## src/rtl/muldiv_pkg.sv

```systemverilog
// Shared types and constants for the iterative multiply/divide sequencer.
package muldiv_pkg;

  typedef enum logic [1:0] {
    IDLE   = 2'd0,
    RUN    = 2'd1,
    FINISH = 2'd2
  } md_state_t;

  localparam logic OP_MULT = 1'b0;
  localparam logic OP_DIV  = 1'b1;

  // Widest operand the sequencer is expected to be built with; the
  // divide-by-zero quotient is sliced from this constant.
  localparam int unsigned MAX_WIDTH = 64;
  localparam logic [MAX_WIDTH-1:0] DIV_ZERO_LO = '1;

endpackage

```

## src/rtl/muldiv_step.sv

```systemverilog
// One iteration of the multiply/divide loop on a (2*WIDTH+1)-bit accumulator.
// MULT: accumulator = {partial[WIDTH:0], multiplier[WIDTH-1:0]} (shift-add, shift right).
// DIV:  accumulator = {remainder[WIDTH:0], dividend/quotient[WIDTH-1:0]} (restoring, shift left).
module muldiv_step
  import muldiv_pkg::*;
#(
  parameter int WIDTH = 32
) (
  input  logic [2*WIDTH:0] acc_in,
  input  logic [WIDTH:0]   opnd,
  input  logic             op_div,
  output logic [2*WIDTH:0] acc_out
);

  logic [WIDTH:0]   sum;
  logic [2*WIDTH:0] sh;
  logic [WIDTH+1:0] diff;

  // Compute the next accumulator for a single shift-add or restoring-divide step
  always_comb begin
    sum     = acc_in[2*WIDTH:WIDTH] + opnd;
    sh      = {acc_in[2*WIDTH-1:0], 1'b0};
    diff    = {1'b0, sh[2*WIDTH:WIDTH]} - {1'b0, opnd};
    acc_out = acc_in;
    if (op_div == OP_DIV) begin
      if (diff[WIDTH+1]) begin
        acc_out = sh;
      end else begin
        acc_out = {diff[WIDTH:0], sh[WIDTH-1:1], 1'b1};
      end
    end else begin
      if (acc_in[0]) begin
        acc_out = {1'b0, sum, acc_in[WIDTH-1:1]};
      end else begin
        acc_out = {1'b0, acc_in[2*WIDTH:1]};
      end
    end
  end

endmodule

```

## src/rtl/muldiv_sequencer.sv

```systemverilog
// Multi-cycle MULT/DIV engine owning the HI/LO pair, with pipeline interlock.
// Operands are reduced to unsigned magnitudes at issue; signs are applied in FINISH.
module muldiv_sequencer
  import muldiv_pkg::*;
#(
  parameter int WIDTH = 32
) (
  input  logic             clk,
  input  logic             rst_n,
  input  logic             start,
  input  logic             op_div,
  input  logic [WIDTH-1:0] src_a,
  input  logic [WIDTH-1:0] src_b,
  input  logic             rd_hilo,
  output logic             busy,
  output logic             stall,
  output logic             done,
  output logic             div_zero,
  output logic [WIDTH-1:0] hi,
  output logic [WIDTH-1:0] lo
);

  localparam int CNT_W = $clog2(WIDTH);

  md_state_t state, state_nx;

  logic [CNT_W-1:0]   cnt;
  logic [2*WIDTH:0]   acc;
  logic [2*WIDTH:0]   acc_step;
  logic [WIDTH:0]     opnd;
  logic               op_q;
  logic               sign_a;
  logic               sign_b;
  logic               dz_q;

  logic [WIDTH:0]     ext_a, ext_b;
  logic [WIDTH:0]     mag_a, mag_b;
  logic [2*WIDTH-1:0] prod, prod_fix;
  logic [WIDTH-1:0]   quo, rem;
  logic [WIDTH-1:0]   fin_hi, fin_lo;

  assign ext_a = {src_a[WIDTH-1], src_a};
  assign ext_b = {src_b[WIDTH-1], src_b};
  assign mag_a = src_a[WIDTH-1] ? -ext_a : ext_a;
  assign mag_b = src_b[WIDTH-1] ? -ext_b : ext_b;

  assign busy  = (state != IDLE);
  assign done  = (state == FINISH);
  assign stall = busy & (start | rd_hilo);

  muldiv_step #(
    .WIDTH(WIDTH)
  ) u_step (
    .acc_in (acc),
    .opnd   (opnd),
    .op_div (op_q),
    .acc_out(acc_step)
  );

  // State register
  always_ff @(posedge clk or negedge rst_n) begin
    if (!rst_n) begin
      state <= IDLE;
    end else begin
      state <= state_nx;
    end
  end

  // Next-state: accept only from IDLE, run WIDTH iterations, one FINISH cycle
  always_comb begin
    state_nx = state;
    case (state)
      IDLE:    if (start) state_nx = RUN;
      RUN:     if (cnt == '0) state_nx = FINISH;
      FINISH:  state_nx = IDLE;
      default: state_nx = IDLE;
    endcase
  end

  // Sign correction of the magnitude result; divide-by-zero forces LO to all ones
  always_comb begin
    prod     = acc[2*WIDTH-1:0];
    prod_fix = (sign_a ^ sign_b) ? -prod : prod;
    quo      = acc[WIDTH-1:0];
    rem      = acc[2*WIDTH-1:WIDTH];
    fin_hi   = prod_fix[2*WIDTH-1:WIDTH];
    fin_lo   = prod_fix[WIDTH-1:0];
    if (op_q == OP_DIV) begin
      fin_hi = sign_a ? -rem : rem;
      fin_lo = (sign_a ^ sign_b) ? -quo : quo;
      if (dz_q) begin
        fin_lo = DIV_ZERO_LO[WIDTH-1:0];
      end
    end
  end

  // Datapath: latch operands on issue, iterate in RUN, commit HI/LO in FINISH
  always_ff @(posedge clk or negedge rst_n) begin
    if (!rst_n) begin
      cnt      <= '0;
      acc      <= '0;
      opnd     <= '0;
      op_q     <= OP_MULT;
      sign_a   <= 1'b0;
      sign_b   <= 1'b0;
      dz_q     <= 1'b0;
      hi       <= '0;
      lo       <= '0;
      div_zero <= 1'b0;
    end else begin
      case (state)
        IDLE: begin
          if (start) begin
            op_q     <= op_div;
            sign_a   <= src_a[WIDTH-1];
            sign_b   <= src_b[WIDTH-1];
            dz_q     <= (op_div == OP_DIV) && (src_b == '0);
            cnt      <= CNT_W'(WIDTH - 1);
            opnd     <= (op_div == OP_DIV) ? mag_b : mag_a;
            acc      <= {{(WIDTH+1){1'b0}},
                         (op_div == OP_DIV) ? mag_a[WIDTH-1:0] : mag_b[WIDTH-1:0]};
            div_zero <= 1'b0;
          end
        end
        RUN: begin
          acc <= acc_step;
          if (cnt != '0) begin
            cnt <= cnt - CNT_W'(1);
          end
        end
        FINISH: begin
          hi <= fin_hi;
          lo <= fin_lo;
          if (op_q == OP_DIV) begin
            div_zero <= dz_q;
          end
        end
        default: ;
      endcase
    end
  end

endmodule

```

## config.mk

```make
export PLATFORM = sky130hd
export DESIGN_NAME = muldiv_sequencer
export DESIGN_NICKNAME = d
export VERILOG_FILES = /design/src/rtl/muldiv_pkg.sv /design/src/rtl/muldiv_step.sv /design/src/rtl/muldiv_sequencer.sv
export SDC_FILE = /design/constraint.sdc
export NUM_CORES = 1
export LEC_CHECK = 0
export ABC_CLOCK_PERIOD_IN_PS = 7210
export CAP_MARGIN = 20
export CORE_ASPECT_RATIO = 1.75
export CORE_UTILIZATION = 40
export CTS_CLUSTER_DIAMETER = 50
export CTS_CLUSTER_SIZE = 24
export DETAILED_ROUTE_END_ITERATION = 6
export SLEW_MARGIN = 5
export SYNTH_ARGS = -nofsm -noshare
export SYNTH_HDL_FRONTEND = slang
export SYNTH_SLANG_ARGS = --single-unit
```

## constraint.sdc

```tcl
create_clock -name clk -period 7.21 [get_ports clk]
set_input_delay 2.163 -clock clk [delete_from_list [all_inputs] [get_ports clk]]
set_output_delay 2.163 -clock clk [all_outputs]
set_load 0.01 [all_outputs]
```

Word level (Yosys, flattened, before mapping)
Cells that the tools add are included.
{"block": "totals", "reg_bits": 174, "in_bits": 69, "out_inout_bits": 68, "elab_cells": 65}
{"block": "op_classes", "addsub": 8, "n_eq_ne": 6, "muxes": 24, "n_bitwise": 3, "reduce_logical": 13}
{"operator": "2-to-1 mux 65 bit", "count": 3}
{"operator": "2-to-1 mux 32 bit", "count": 6}
{"operator": "one-hot mux 65 bit (2 select lines)", "count": 1}
{"operator": "2-to-1 mux 64 bit", "count": 2}
{"operator": "2-to-1 mux 33 bit", "count": 3}
{"operator": "negation 33 bit", "count": 2}
{"operator": "negation 32 bit", "count": 2}
{"operator": "negation 64 bit", "count": 1}
{"operator": "subtractor 33 x 33 -> 34 bit", "count": 1}
{"operator": "adder 33 bit", "count": 1}
{"operator": "logical NOT 32 bit", "count": 1}
{"operator": "2-to-1 mux 5 bit", "count": 2}
{"operator": "one-hot mux 5 bit (2 select lines)", "count": 1}
{"operator": "!= test 2 bit, second input constant", "count": 3}
{"operator": "AND reduction 2 bit", "count": 3}
{"operator": "AND reduction 3 bit", "count": 2}
{"operator": "nonzero test 2 bit", "count": 3}
{"operator": "logical NOT 5 bit", "count": 1}
{"operator": "nonzero test 5 bit", "count": 1}
{"operator": "subtractor 5 x 1 -> 5 bit, second input constant", "count": 1}
{"operator": "2-to-1 mux 2 bit", "count": 2}
{"operator": "one-hot mux 2 bit (2 select lines)", "count": 1}
{"operator": "== test 2 x 1 -> 1 bit, second input constant", "count": 1}
{"operator": "== test 2 bit, second input constant", "count": 1}
{"operator": "other kinds (8)", "count": 9}

Depth between registers and ports, before layout
Gate-level depths: netlist (run 1).
{"block": "depth", "depth_word": 5, "depth_mapped": 13, "depth_no_buf": 13}

Cells and area by module
Synthesis (run 1) repeated with hierarchy kept, for this count alone.
{"block": "hier_totals", "cells_unflattened": 2034, "hier_area_um2": 15808.9}
{"module": "muldiv_sequencer", "instances": 1, "cells_each": 1313, "area_each_um2": 10929.2, "seq_area_each_um2": 4354.2}
{"module": "muldiv_step", "instances": 1, "cells_each": 721, "area_each_um2": 4879.7, "seq_area_each_um2": 0.0}

Worst setup path before layout (run 1)
Ideal clock, no wire load.
{"block": "synth_timing", "kind": "input -> register", "from": "in src_b[11]", "to": "reg acc[30]", "setup_ns": 0.139, "t_arrival_ns": 4.598, "slack_ns": 2.472, "path_stages": 9, "cell_sequence": "or4_4 > or3_4 > or4_4 > or4_4 > o21ai_2 > xor2_1 > nor2_1 > a31oi_1 > a22oi_1"}
{"block": "synth_via", "elab_chain_len": 5}
{"element": "from (decl)", "line": "muldiv_sequencer.sv:13", "text": "input logic [WIDTH-1:0] src_b,"}
{"element": "negation 33 bit", "line": "muldiv_sequencer.sv:45", "text": "assign mag_b = src_b[WIDTH-1] ? -ext_b : ext_b;"}
{"element": "2-to-1 mux 33 bit", "line": "muldiv_sequencer.sv:45"}
{"element": "2-to-1 mux 32 bit", "line": "muldiv_sequencer.sv:121", "text": "(op_div == OP_DIV) ? mag_a[WIDTH-1:0] : mag_b[WIDTH-1:0]};"}
{"element": "2-to-1 mux 65 bit", "line": "muldiv_sequencer.sv:113", "text": "if (start) begin"}
{"element": "one-hot mux 65 bit (2 select lines)", "line": "muldiv_sequencer.sv:111", "text": "case (state)"}
{"element": "to (signal assigned)", "line": "muldiv_sequencer.sv:120", "text": "acc <= {{(WIDTH+1){1'b0}},"}
{"element": "to (signal assigned)", "line": "muldiv_sequencer.sv:126", "text": "acc <= acc_step;"}
{"element": "to (decl)", "line": "muldiv_sequencer.sv:28", "text": "logic [2*WIDTH:0] acc;"}
No other way between the ends. The select of a mux whose other input is x is not followed.
A chain may end at the register's enable or synchronous reset.

Final worst setup path (run 1)
{"block": "layout_timing", "from": "in start", "to": "out stall"}
{"block": "layout_via", "elab_chain_len": 2}
{"element": "from (decl)", "line": "muldiv_sequencer.sv:10", "text": "input logic start,"}
{"element": "bitwise OR 1 bit", "line": "muldiv_sequencer.sv:49", "text": "assign stall = busy & (start | rd_hilo);"}
{"element": "bitwise AND 1 bit", "line": "muldiv_sequencer.sv:49"}
{"element": "to (decl)", "line": "muldiv_sequencer.sv:16", "text": "output logic stall,"}
No other way between the ends.

==> impl_metrics.toml, run 1 <==
[critical_path]
cp.required_ns = 5.05
arrival_ns = 3.36
crit_buf_inv = 2
cp-end-kind = "output pin"
critical_path_class = "in -> out"
critPathTopFamily = "buffers and inverters"
cp-start-kind = "primary input"
cp_max_fo = 4
cp_cell_sequence = "clkdlybuf4s50_1, nor2_1, nor2_1, clkdlybuf4s50_1"
crit_path_top_delay_cell = "clkdlybuf4s50_1"
slowest_delay_ns = 0.54

[grt]
grt_max_degree = 98
grt_util_all_layers_pct = 29.27
grt_pass1_wl_um = 83740
antenna_found_initial = 0
grt_pass1_vias = 14560
grt.overflow.total = 0

[timing]
hold_slack_ns = 0.4792
setup_viol = 0
rsz0062_at_grt = "false"
fmax_mhz = 181.0
fin_crit_ns = 5.525
setup_tns_ns = 0
hold_viol = 0
clock_skew_ns = 0.01283
relSlewSlack_pct = 28.06
fin_crit_sh_pct = 76.63
worst_pin_slew_ns = 1.071
slew_viol_final = 0

[yosys]
synth_xor_xnor_area_share_pct = 10.70
synth_area_leaders = "dfrtp_1, a21oi_1, ha_1, o21ai_0, xnor2_1"
synth_edf_count = 0
avgSynthCellArea_um2 = 7.813
synth-seq-area-share_pct = 29.38
synth_top_family_by_area = "compound AO/OA/AOI/OAI gates"
synth.distinct_cells = 75
yosysTopAreaCell = "dfrtp_1"
netlist_instances = 1897
netlist.area_leader.share_pct = 29.38
yosysWarnings = 0
syn_area_mm2 = 0.01482
synth_mux_area_share_pct = 3.664
synth-seq-cells = 174
synth_most_common_cell = "nand2_1"
syn_nets = 2039
synthSimpleGateAreaFrac_pct = 17.91
synthAdderAreaFrac_pct = 6.264
yosys-top-cells-count = "nand2_1, a21oi_1, o21ai_0, dfrtp_1, nor2_1"
synth_compound_gate_area_share_pct = 27.22
synthFlopType = "dfrtp_1"
synthArstFlopShare_pct = 100.0

[routing]
antenna_left = 0
remaining_drc_errors = 0
firstDrtPassIters = 5
first_iter_violations = 904
wl_met3_um = 2210
topRoutingLayerUsed = "met4"
routed_via_density = 5.990
wl_met2_um = 28780
drt_wl_total_um = 54550
vias = 14590
met1_length_um = 19150
wl_per_cell_um = 22.39

[clock_network]
postCtsResizedCells = 0
htreeDepth = 4
hold_buffers = 0
clock_latency_ns = 0.46
root_buffer = "clkbuf_16"
path_clk_slew_ns = 0.08
cts_buffers = 17
cts_tree = "yes"
post_cts_buffers = 0
clk_path_buf_depth = 2
cts_sinks = 174

[power_and_ir_drop]
leakage_nw = 6.991
power_density_mw_per_mm2 = 574.6
ir_drop_uv = 252.3

[place]
port_buffers = 136
routabilityCongestion = 0.9390
dp_hpwl_um = 42180
placed_area_mm2 = 0.01657

[finish]
design_area_mm2 = 0.01716
n_fill_cell = 3679
area_growth_pct = 15.80
fin_nets = 2095
drive_gt1_share_pct = 4.781
diodes = 0

[die]
die_width_um = 147.5
pin_count = 137
die_y_um = 256.6
initial_core_util_pct = 40.87
fp.dieArea_mm2 = 0.03785
rows = 92
coreArea_mm2 = 0.03626

[run]
cap_violations = 0

[status]
status = "complete, no violations"

[worst_hold_path]
hp-class = "reg -> reg"
state kept, by name (all words and copies together) (netlist names), 2 cells and up:
register / cells
acc: 65
opnd: 33
hi: 32
lo: 32
cnt: 5
state: 2
worst paths after layout:
check	startpoint	endpoint	slack, ns	depth (start not counted)
max	start	stall	1.68	4
min	hi[13]	hi[13]	0.48	2
max reg2reg	acc[35]	acc[63]	2.74	9
min reg2reg	hi[13]	hi[13]	0.48	2
max in group asynchronous	rst_n	acc[18]	4.43	2
min in group asynchronous	rst_n	hi[31]	1.74	1
metrics by stage:
step | setup slack (ns) | power [mW] | instances | util (%)
final | 1.685 | 9.862 | 2436 | 47.33
after global routing | 1.623 | 10.61 | 2436 | 47.33
after CTS | 1.679 | 9.819 | 2435 | 47.29
after floorplan | 2.472 | 6.714 | 1897 | -
after detailed placement | 1.680 | 8.836 | 2403 | 45.69
after global placement | 1.670 | 8.775 | 2401 | 45.57
cell usage in the layout (no fill, tap or decap), types with 17 or more instances in the layout:
cell	instances
nand2_1	221
nor3_1	45
clkdlybuf4s50_1	134
xor2_1	82
inv_1	60
o21ai_0	177
mux2i_1	52
clkbuf_16	17
nor2_1	150
o31ai_1	46
or3_1	23
a21o_1	24
dfrtp_1	173
a21oi_1	189
xnor2_1	99
a31oi_1	17
a211oi_1	48
nand2b_1	22
nand3_1	34
buf_4	26
o211ai_1	36
ha_1	71
power breakdown:
part           internal [mW]  leakage (nW)  switching (mW)
registers               1.38          2.19           0.714
logic                   2.77          4.52            4.04
clock network          0.504         0.283           0.452
cell families after synthesis:
logic type	Yosys count
and+or+nand+nor	577
buffers and inverters	192
adders and majority gates	73
DFF	174
muxes	54
AOI/OAI and AO/OA	646
xor gates and xnor gates	181
layout make-up:
type | instances | area (um^2) | area share (%)
inverters | 63 | 236.5 | 1.378
flip-flops and latches | 174 | 4355 | 25.38
clock buffers | 20 | 456.7 | 2.661
clock inverters | 12 | 123.9 | 0.7218
repair buffers | 166 | 1630 | 9.500
well taps | 470 | 588.1 | 3.427
multi-input cells | 1531 | 9771 | 56.93
worst register-to-register path, delay by kind of cell (launching register included):
kind	cells	cell delay (ns)
flops	1	0.52
compound gates	6	3.03
simple gates	2	0.40
fa+ha+maj	1	0.42
routing by layer:
metal	GRT usage (%)	vias up
met2	54.01	477
met1	29.53	6963
li1	-	6979
met4	22.82	0
met3	3.238	173
met5	0	-
Note: power is estimated with default switching activity, not from simulation.
==> run 2: changes to the inputs <==
--- a/config.mk
+++ b/config.mk
@@ -5,7 +5,7 @@
 export SDC_FILE = /design/constraint.sdc
 export NUM_CORES = 1
 export LEC_CHECK = 0
-export ABC_CLOCK_PERIOD_IN_PS = 7210
+export ABC_CLOCK_PERIOD_IN_PS = 4800
 export CAP_MARGIN = 20
 export CORE_ASPECT_RATIO = 1.75
 export CORE_UTILIZATION = 40
==> constraint.sdc (replaced) <==
create_clock -name clk -period 4.8 [get_ports clk]
set_input_delay 1.44 -clock clk [delete_from_list [all_inputs] [get_ports clk]]
set_output_delay 1.44 -clock clk [all_outputs]
set_load 0.01 [all_outputs]
==> impl_metrics.toml, run 2 (synthesis results as in run 1) <==
[grt]
grt_max_degree = 101
antenna_found_initial = 0
grt_busiest_layer = "met2"
met1_usage_pct = 29.17
grt_pass1_vias = 14640
grtUsageMet3_pct = 2.972
grt_pass1_wl_um = 84480
grt_util_all_layers_pct = 29.34
grt_use_met2_pct = 55.40
grt.overflow.total = 0

[routing]
vias = 14750
first_iter_violations = 1001
firstDrtPassIters = 5
remaining_drc_errors = 0
antenna_left = 0
routed_via_density = 5.996
wl_per_cell_um = 22.32
drt_wl_total_um = 54910

[clock_network]
cts_sinks = 174
path_clk_slew_ns = 0.07
root_buffer = "clkbuf_16"
postCtsResizedCells = 0
cts_buffers = 17
hold_buffers = 0
post_cts_buffers = 0
htreeDepth = 4
cts_tree = "yes"
clk_path_buf_depth = 2
clock_latency_ns = 0.46

[die]
die_y_um = 256.6
pin_count = 137
fp.dieArea_mm2 = 0.03785
die_width_um = 147.5
coreArea_mm2 = 0.03626
rows = 92
initial_core_util_pct = 40.87

[place]
port_buffers = 136
placed_area_mm2 = 0.01676
routabilityCongestion = 0.9728
place_ws_ns = 0.1935
dp_hpwl_um = 42800

[power_and_ir_drop]
switching_share_pct = 52.29
pwr-share-seq_pct = 19.7
combPwrFrac_pct = 70.2
intPower_mw = 7.165
p_sw_mw = 7.854
clkPwrFrac_pct = 10.1
ir_drop_uv = 387.4
power_density_mw_per_mm2 = 863.0
leakage_nw = 7.133

[finish]
layout.cells.most_common = "nand2_1"
largest_reg_flops = 65
mostFrequentLayoutCells = "nand2_1, a21oi_1, o21ai_0"
drive_gt1_share_pct = 5.930
design_area_mm2 = 0.01740
area_growth_pct = 17.42
fin_nets = 2119
top_regs = "acc x65, opnd x33"
diodes = 0
final_util_pct = 48.00
max_flop_register = "acc"

[critical_path]
arrival_ns = 4.49
cp-end-kind = "register"
r2r_cells = 10
cp_max_fo = 7
cpMostUsedCell = "or4_1"
cp_cell_sequence = "clkdlybuf4s50_1, or4_1, nor3_1, nand3b_1, or4_1, o31ai_1, xor2_1, nand2_1, a221oi_1, a21oi_1"
cp-start-kind = "primary input"
cp-endpoint = "acc[23]"
crit_path_top_delay_cell = "or4_1"
critical_path_class = "in -> reg"
slowest_delay_ns = 0.61
rrSetupSlack_ns = 0.64
reg2reg_to = "acc[40]"
rr_startpoint = "acc[41]"
cp.required_ns = 5.11
cp-startpoint = "src_a[11]"

[timing]
clock_skew_ns = 0.01136
setup_viol = 0
slew_viol_final = 0
hold_slack_ns = 0.4797
fin_ws_ns = 0.6185
fin_crit_ns = 4.181
relSlewSlack_pct = 30.97
hold_viol = 0
rsz0062_at_grt = "false"
worst_pin_slew_ns = 1.036
fin_crit_sh_pct = 87.11
fmax_mhz = 239.1
setup_tns_ns = 0

[status]
status = "complete, no violations"

[run]
cap_violations = 0

[worst_hold_path]
hp-class = "reg -> reg"
## run 2: worst min path at each step
stage                     startpoint  cells past startpoint  slack, ns      to
after global routing          hi[29]                      2       0.51  hi[29]
after CTS                     hi[19]                      2       0.49  hi[19]
after floorplan                 dz_q                      2       0.47    dz_q
after detailed placement      hi[19]                      2       0.47  hi[19]
after global placement         hi[1]                      2       0.46   hi[1]
final                         hi[25]                      2       0.48  hi[25]
## run 2: area by class of cell
| class | count | area, um^2 |
|---|---|---|
| clock inverters | 15 | 215.2 |
| repair buffers | 190 | 1813 |
| well taps | 470 | 588.1 |
| fillers | 3618 | 18860 |
| inverters | 63 | 236.5 |
| flip-flops and latches | 174 | 4355 |
| multi-input cells | 1531 | 9769 |
| clock buffers | 17 | 425.4 |
## run 2: per-layer routing
layer	vias up	share of wire [%]	routed length, um
met5	-	0	0
met4	0	7.6	4172
met3	181	3.6	1969
met2	526	54	29590
met1	7023	35	19170
li1	7021	-	-
## run 2: power groups by stage
stage | combinational, mW | clock, mW | sequential (mW)
floorplan | 7.47 | 0 | 2.62
global placement | 10.3 | 0 | 2.96
detailed placement | 10.4 | 0 | 2.97
CTS | 10.4 | 1.55 | 2.94
global route | 11.5 | 1.59 | 3.02
finish | 10.5 | 1.52 | 2.96
## run 2: stage by stage
step                      power (mW)  std cells
after floorplan                10.08       1897
after global placement         13.26       2428
after detailed placement       13.36       2428
after CTS                      14.93       2460
after global routing           16.15       2460
final                          15.02       2460
## run 2: worst max-delay path: cells and delay by family
| kind | cells | cell delay, ns |
|---|---|---|
| simple gates | 5 | 1.77 |
| compound gates | 3 | 0.61 |
| buf+inv | 1 | 0.45 |
| xor+xnor | 1 | 0.22 |
==> run 3: changes to the inputs <==
--- a/config.mk
+++ b/config.mk
@@ -12,6 +12,7 @@
 export CTS_CLUSTER_DIAMETER = 50
 export CTS_CLUSTER_SIZE = 24
 export DETAILED_ROUTE_END_ITERATION = 6
+export PLACE_DENSITY_LB_ADDON = 0.08
 export SLEW_MARGIN = 5
 export SYNTH_ARGS = -nofsm -noshare
 export SYNTH_HDL_FRONTEND = slang
==> impl_metrics.toml, run 3 (synthesis results as in run 1) <==
[status]
status = "complete, no violations"

[place]
dp_hpwl_um = 45380
port_buffers = 136
routabilityCongestion = 0.9873
place_ws_ns = 0.1540
placed_area_mm2 = 0.01680

[critical_path]
cp-end-kind = "register"
critical_path_class = "reg -> reg"
cp.required_ns = 5.15
cp-start-kind = "register"
arrival_ns = 4.65
cp_max_fo = 8

[finish]
multi_input_comb_area_mm2 = 0.009786
fin_nets = 2124
layout.cells.most_common = "nand2_1"
design_area_mm2 = 0.01740
diodes = 0
mostFrequentLayoutCells = "nand2_1, a21oi_1, o21ai_0"
max_flop_register = "acc"
regArea_mm2 = 0.004355
top_regs = "acc x65, opnd x33"
n_fill_cell = 3707
drive_gt1_share_pct = 6.216
area_growth_pct = 17.40
largest_reg_flops = 65

[clock_network]
hold_buffers = 0
postCtsResizedCells = 0
path_clk_slew_ns = 0.08
cts_sinks = 174
clk_path_buf_depth = 2
htreeDepth = 4
clock_latency_ns = 0.46
cts_tree = "yes"
cts_buffers = 17
root_buffer = "clkbuf_16"
post_cts_buffers = 0

[timing]
setup_tns_ns = 0
hold_viol = 0
worst_pin_slew_ns = 1.053
setup_viol = 0
clock_skew_ns = 0.01031
slew_viol_final = 0
fin_crit_ns = 4.303
fmax_mhz = 232.4
fin_crit_sh_pct = 89.64
fin_ws_ns = 0.4973
rsz0062_at_grt = "false"
relSlewSlack_pct = 29.30

[grt]
met1_usage_pct = 30.20
antenna_found_initial = 0
grt.overflow.total = 0
grt_util_all_layers_pct = 31.04
grt_max_degree = 98
grt_pass1_wl_um = 87380
grt_use_met2_pct = 57.25
grtUsageMet3_pct = 3.203
grt_pass1_vias = 14910
grt_busiest_layer = "met2"

[routing]
wl_per_cell_um = 23.43
antenna_left = 0
drt_wl_total_um = 57770
routed_via_density = 6.010
firstDrtPassIters = 5
vias = 14820
remaining_drc_errors = 0
first_iter_violations = 835

[run]
cap_violations = 0

[die]
fp.dieArea_mm2 = 0.03785
pin_count = 137
die_width_um = 147.5
die_y_um = 256.6
coreArea_mm2 = 0.03626
initial_core_util_pct = 40.87
rows = 92

[power_and_ir_drop]
power_density_mw_per_mm2 = 883.0
leakage_nw = 7.139
ir_drop_uv = 379.5

[worst_hold_path]
hp-class = "reg -> reg"
[run 3: changes by cell type in the layout (fill, tap and decap cells not counted), sizes merged]
| cell | before | now |
|---|---|---|
| buf | 56 | 61 |
| clkinv | 7 | 10 |
| inv | 68 | 65 |
| bufinv | 2 | 0 |
| clkbuf | 17 | 18 |
| clkinvlp | 1 | 2 |
[run 3: power by group]
part           switching [mW]  internal (mW)
Clock                   0.708          0.708
Sequential              0.887           2.07
Combinational            6.66           4.33
Total                    8.25           7.11
[run 3: per-layer routing]
layer | vias to the layer above | routed length, um
li1 | 7033 | -
met1 | 7119 | 19800
met2 | 452 | 30650
met3 | 211 | 1723
met4 | 0 | 5590
met5 | - | 0
[run 3: layout make-up]
type,instances,area share (%)
well taps,470,3.380
repair buffers,195,10.56
flip-flops and latches,174,25.03
clock buffers,18,2.524
inverters,63,1.359
multi-input cells,1531,56.24
clock inverters,14,0.8989
[run 3: worst paths after layout]
path,start,cells after the start,end,slack [ns]
setup / recovery,acc[41],10,acc[59],0.50
hold / removal,hi[27],2,hi[27],0.48
setup reg to reg,acc[41],10,acc[59],0.50
hold reg to reg,hi[27],2,hi[27],0.48
max in group asynchronous,rst_n,2,lo[31],2.93
min in group asynchronous,rst_n,1,acc[59],0.96
[run 3: per-stage QoR]
step                      util (%)  hold slack, ns  total power [mW]  instances
final                        47.98          0.4808             15.36       2465
after global routing         47.98          0.5152             16.51       2465
after CTS                    47.98          0.4886             15.25       2465
after detailed placement     46.34          0.4698             13.78       2433
after global placement       46.34          0.4639             13.73       2433
after floorplan                  -          0.4714             10.08       1897
[run 3: worst max-delay path, stage by stage, from the launching register on]
cell,delay (ns)
dfrtp_1,0.52
ha_1,0.45
a211oi_1,0.28
nor2_1,0.08
nor3_1,0.64
a2111oi_0,0.25
nor4_1,0.61
o21bai_1,0.26
a2111oi_0,0.71
o41ai_1,0.17
a22o_1,0.22
==> variant 1: new RTL, settings of run 2 <==
`WIDTH` is set to 32 in 2 places; all go to 16.
--- a/src/rtl/muldiv_step.sv
+++ b/src/rtl/muldiv_step.sv
@@ -4,7 +4,7 @@
 module muldiv_step
   import muldiv_pkg::*;
 #(
-  parameter int WIDTH = 32
+  parameter int WIDTH = 16
 ) (
   input  logic [2*WIDTH:0] acc_in,
   input  logic [WIDTH:0]   opnd,
--- a/src/rtl/muldiv_sequencer.sv
+++ b/src/rtl/muldiv_sequencer.sv
@@ -3,7 +3,7 @@
 module muldiv_sequencer
   import muldiv_pkg::*;
 #(
-  parameter int WIDTH = 32
+  parameter int WIDTH = 16
 ) (
   input  logic             clk,
   input  logic             rst_n,
Ports: changed (resized hi, lo, src_a and src_b); port bits go from 137 to 73. The function was not compared with the original's and may differ.
==> variant 1 against run 2 <==
- clock skew down 1.0 ps
- wire length shrank 57%
- setup slack better by 150 ps
- total power down 52%
- sequential cell count fell by 81
- worst hold slack improved by 4.4 ps
- cell area decreased by 50%
- core utilization decreased by 0.74 points
- synthesized area is 49% lower
==> variant 1: results (changes against run 2) <==
Mux share of post-synthesis cell area: 0.0431 (+0.00642)
Synth Area in Compound Gates: 0.254 (-0.0184)
Nets: 1,068 (-50%)
Hold Path Cell Cnt: 2 (unchanged)
Post-Synth Adder-Cell Area: 0.0680 (+0.00533)
Placed insts: 1,218 (-50%)
Worst reg2reg path depth: 10 (unchanged)
Buffers on Ports: 72 (-47%)
Post-CTS setup buffer count: 0 (unchanged)
Worst min-delay path startpoint: hi[15]
Biggest registers after layout: acc: 33 flops, opnd: 17 flops
Number of inserted diodes: 0 (unchanged)
Yosys cell types: 69 (-8.0%)
Post-synth top cells: nor2_1, nand2_1, dfrtp_1
CTS HTree Levels: 3 (-1)
Seq/Total Area, Yosys: 0.307 (+0.0131)
Routed length per placed instance: 18.9 um (-15%)
Routability Congestion: 0.884 (-9.1%)
Number of global-route vias before repair: 7,159 (-51%)
Core footprint: 18,600 um2 (-49%)
Synth Area in XOR/XNOR: 0.0912 (-0.0157)
First-pass GRT wire length: 37,800 um (-55%)
Slowest stage delay, CP: 530 ps (-80 ps)
Gr usage total: 0.250 (-0.0436)
Max VDD drop: 0.375 mV (-3.3%)
CTS Root Cell: clkbuf_16
Final Skew: 10.3 ps (-1.01 ps)
Filler instances: 1,907 (-47%)
CP Max Fanout: 3 (-4)
CTS clk-pin slew, worst paths: 70 ps (about the same)
Synth Flop Type: dfrtp_1
P_leak: 0.00363 uW (-49%)
Largest delay share family, worst path: buffers and inverters
Largest net degree at the start of global routing: 55 (-46%)
Post-route insts no fill: 1,234 (-50%)
Antenna violations before repair: 0 (unchanged)
Area contributors post-synth: dfrtp_1, ha_1, xnor2_1, o21ai_0, a21oi_1
Syn nets: 1,014 (-50%)
Initial DRC Count: 290 (-71%)
Vias: 7,133 (-52%)
Slew @ Worst Pin: 916 ps (-120 ps)
Top reg by flops: acc
Cells after Synth: 937 (-51%)
Share of layout cells above drive strength 1: 0.0582 (-0.00106)
CTS buffer count: 9 (-8)
Clock buffer depth: 2 (unchanged)
Clk_lat worst skew: 360 ps (-100 ps)
Crit Reg-Reg Startpoint: acc[15]
Internal: 3620 uW (-50%)
CP startpoint: start
Slowest cell on crit path: clkdlybuf4s50_1
Final HPWL DP: 18,000 um (-58%)
Status: complete, no violations
Setup Slack @ Placement: 659 ps (+466 ps)
==> variant 1: final cells by class <==
| cell class | count | area, um2 | area share |
|---|---|---|---|
| clock buffer | 10 | 229 | 0.0261 |
| tap | 238 | 298 | 0.0339 |
| timing repair buffer | 95 | 891 | 0.101 |
| sequential | 93 | 2330 | 0.265 |
| inverter | 38 | 143 | 0.0162 |
| multi-input combinational | 754 | 4850 | 0.552 |
| clock inverter | 6 | 43.8 | 0.00499 |
==> variant 1: through the flow <==
stage / hold slack, ps / power, uW / cell area, um2
floorplan: 462 / 5080 / 7580
global placement: 467 / 6430 / 8510
detailed placement: 471 / 6470 / 8510
CTS: 487 / 7190 / 8780
global route: 515 / 7820 / 8780
finish: 484 / 7190 / 8780
==> variant 1: routing by layer <==
metal / vias up / part of all wire / track usage
met3: 70 / 0.025 / 0.0216
li1: 3493 / - / -
met1: 3400 / 0.38 / 0.259
met4: 0 / 0.065 / 0.169
met5: - / 0 / 0
met2: 170 / 0.53 / 0.470
==> variant 1: worst reg2reg max path, cell delays in order (launching register included) <==
cell,delay [ps]
dfrtp_1,460
inv_1,170
ha_1,200
inv_1,60
fa_1,430
a211oi_1,420
o211ai_1,230
a2111oi_0,640
o211ai_1,190
a22oi_1,290
a211oi_1,120
==> variant 1: power groups by stage <==
stage	Combinational, uW	Sequential, uW	Clock [uW]
after floorplan	3610	1470	0
after global placement	4800	1640	0
after detailed placement	4830	1640	0
after CTS	4860	1630	705
after global routing	5410	1670	736
final	4870	1620	697
==> variant 1: final timing paths <==
kind	end	slack (ps)
min in group asynchronous	hi[8]	1130
hold reg to reg	hi[15]	480
setup reg to reg	acc[30]	1460
hold / removal	hi[15]	480
max in group asynchronous	acc[26]	2900
setup / recovery	stall	770
==> variant 1: kinds of logic after synthesis <==
group,count (synthesis)
adders and majority gates,40
muxes,32
and+or+nand+nor,304
AOI/OAI and AO/OA,299
xor gates and xnor gates,79
buffers and inverters,90
DFF,93
==> variant 2: new RTL, settings of run 2 <==
Made on the original files. Reset style: synchronous (`rst_n`), changed in 2 clocked blocks.
--- a/src/rtl/muldiv_sequencer.sv
+++ b/src/rtl/muldiv_sequencer.sv
@@ -58,7 +58,7 @@
   );
 
   // State register
-  always_ff @(posedge clk or negedge rst_n) begin
+  always_ff @(posedge clk) begin
     if (!rst_n) begin
       state <= IDLE;
     end else begin
@@ -95,7 +95,7 @@
   end
 
   // Datapath: latch operands on issue, iterate in RUN, commit HI/LO in FINISH
-  always_ff @(posedge clk or negedge rst_n) begin
+  always_ff @(posedge clk) begin
     if (!rst_n) begin
       cnt      <= '0;
       acc      <= '0;
Check against the original RTL: differs if rst_n is asserted again (counterexample within 4 cycles, from zero or initial values and one cycle with rst_n low); with rst_n held inactive, the same outputs for 4 cycles.
==> variant 2 against run 2 <==
- worst hold slack worse by 23 ps
- register-to-register slack improved by 240 ps
- cell area down 5.1%
- setup slack got worse by 32 ps
- critical path type unchanged
- synthesized area shrank 4.8%
- wire length shrank 7.1%
- sequential cell count did not move
Power is not compared: it rests on default switching activity, and its combinational part moved more than twofold at a synthesized area within 25%.
==> variant 2: results (changes against run 2) <==
Crit Reg-Reg Startpoint: acc[31]
Slowest cell on crit path: nor4_1
Worst Hold End: hi[1]
Fin crit share: 0.878 (+0.00661)
Worst min path class: reg2reg
Vias: 14.3k (-2.9%)
Async S/R FF share, synth: 0 (-1.00)
Worst reg2reg path depth: 14 (+4)
Internal: 3000 uW
Final HPWL DP: 39,400 um (-7.9%)
Pre-antenna DRT Iters: 5 (unchanged)
Area after DPL: 15,900 um2 (-5.0%)
Post-route insts no fill: 2,441 (-0.77%)
CTS buffer count: 17 (unchanged)
Seq/Total Area, Yosys: 0.247 (-0.0468)
Buffers on Ports: 136 (unchanged)
Combinational share of power: 0.344
Final Skew: 10.3 ps (-1.10 ps)
Number of inserted diodes: 0 (unchanged)
Yosys cell types: 82 (+9.3%)
Critical path arrival: 4570 ps (+80 ps)
Syn_area_per_cell: 7.44 um2 (-4.7%)
Biggest registers after layout: acc: 65 flops, opnd: 33 flops
Std-Cell Rows: 90 (-2.2%)
Ys Warns: 0 (unchanged)
Post-CTS setup buffer count: 0 (unchanged)
Largest net degree at the start of global routing: 85 (-16%)
Hold Path Cell Cnt: 2 (unchanged)
CTS resizes: 0 (unchanged)
Worst Setup EP: acc[30]
CP startpoint: src_a[0]
Area contributors post-synth: dfxtp_1, a21oi_1, xnor2_1, ha_1, nand2_1
Status: complete, no violations
Clk_lat worst skew: 460 ps (about the same)
Slew Viols, Final: 0 (unchanged)
Clock buffer depth: 2 (unchanged)
Nets: 2,111 (-0.38%)
Antenna violations before repair: 0 (unchanged)
Synth Flop Type: dfxtp_1
Gr usage total: 0.288 (-0.00558)
Initial DRC Count: 979 (-2.2%)
Share of layout cells above drive strength 1: 0.0586 (-0.000740)
Routed length per placed instance: 20.9 um (-6.4%)
Setup Slack @ Placement: 114 ps (-79.5 ps)
CP Max Fanout: 5 (-2)
Sw Share: 0.376
Slew @ Worst Pin: 1000 ps (-34.3 ps)
Worst-case hold slack: 457 ps (-22.6 ps)
Worst min-delay path startpoint: hi[1]
CTS Root Cell: clkbuf_16
Max VDD drop: 0.279 mV
Routability Congestion: 0.973 (about the same)
Largest delay share family, worst path: simple AND/OR/NAND/NOR gates
First-pass GRT wire length: 78,000 um (-7.6%)
Flop2flop setup slack: 880 ps (+240 ps)
Syn nets: 2,037 (-0.098%)
Post-synth top cells: a21oi_1, nand2_1, dfxtp_1
Slowest stage delay, CP: 530 ps (-80 ps)
Critical R2R Capture: acc[62]
==> variant 2: cell types whose count changed in the layout (fill, tap and decap cells not counted), moves of 28 or more <==
| cell | change |
|---|---|
| dfxtp_1 | +172 |
| a21oi_1 | +34 |
| a211oi_1 | +29 |
| nand2_1 | -28 |
| o21ai_0 | -62 |
| dfrtp_1 | -173 |
| o21ai_1 | +29 |
==> variant 2: routing by layer <==
metal	GRT usage	part of all wire
met1	0.297	0.37
met2	0.517	0.52
met3	0.0287	0.028
met4	0.233	0.087
met5	0	0
==> variant 2: cell families after synthesis <==
group | after synthesis | share of synthesized area
compound gates | 662 | 0.294
simple gates | 553 | 0.185
buf+inv | 194 | 0.0530
xor+xnor | 180 | 0.112
flops | 174 | 0.247
fa+ha+maj | 73 | 0.0658
mux | 59 | 0.0425
==> variant 2: final cells by class <==
class                      count  area, um2
fill                        3472      18100
multi-input combinational   1527       9900
sequential                   174       3490
timing repair buffer         181       1700
tap                          460        576
clock buffer                  19        443
inverter                      68        255
clock inverter                12        151
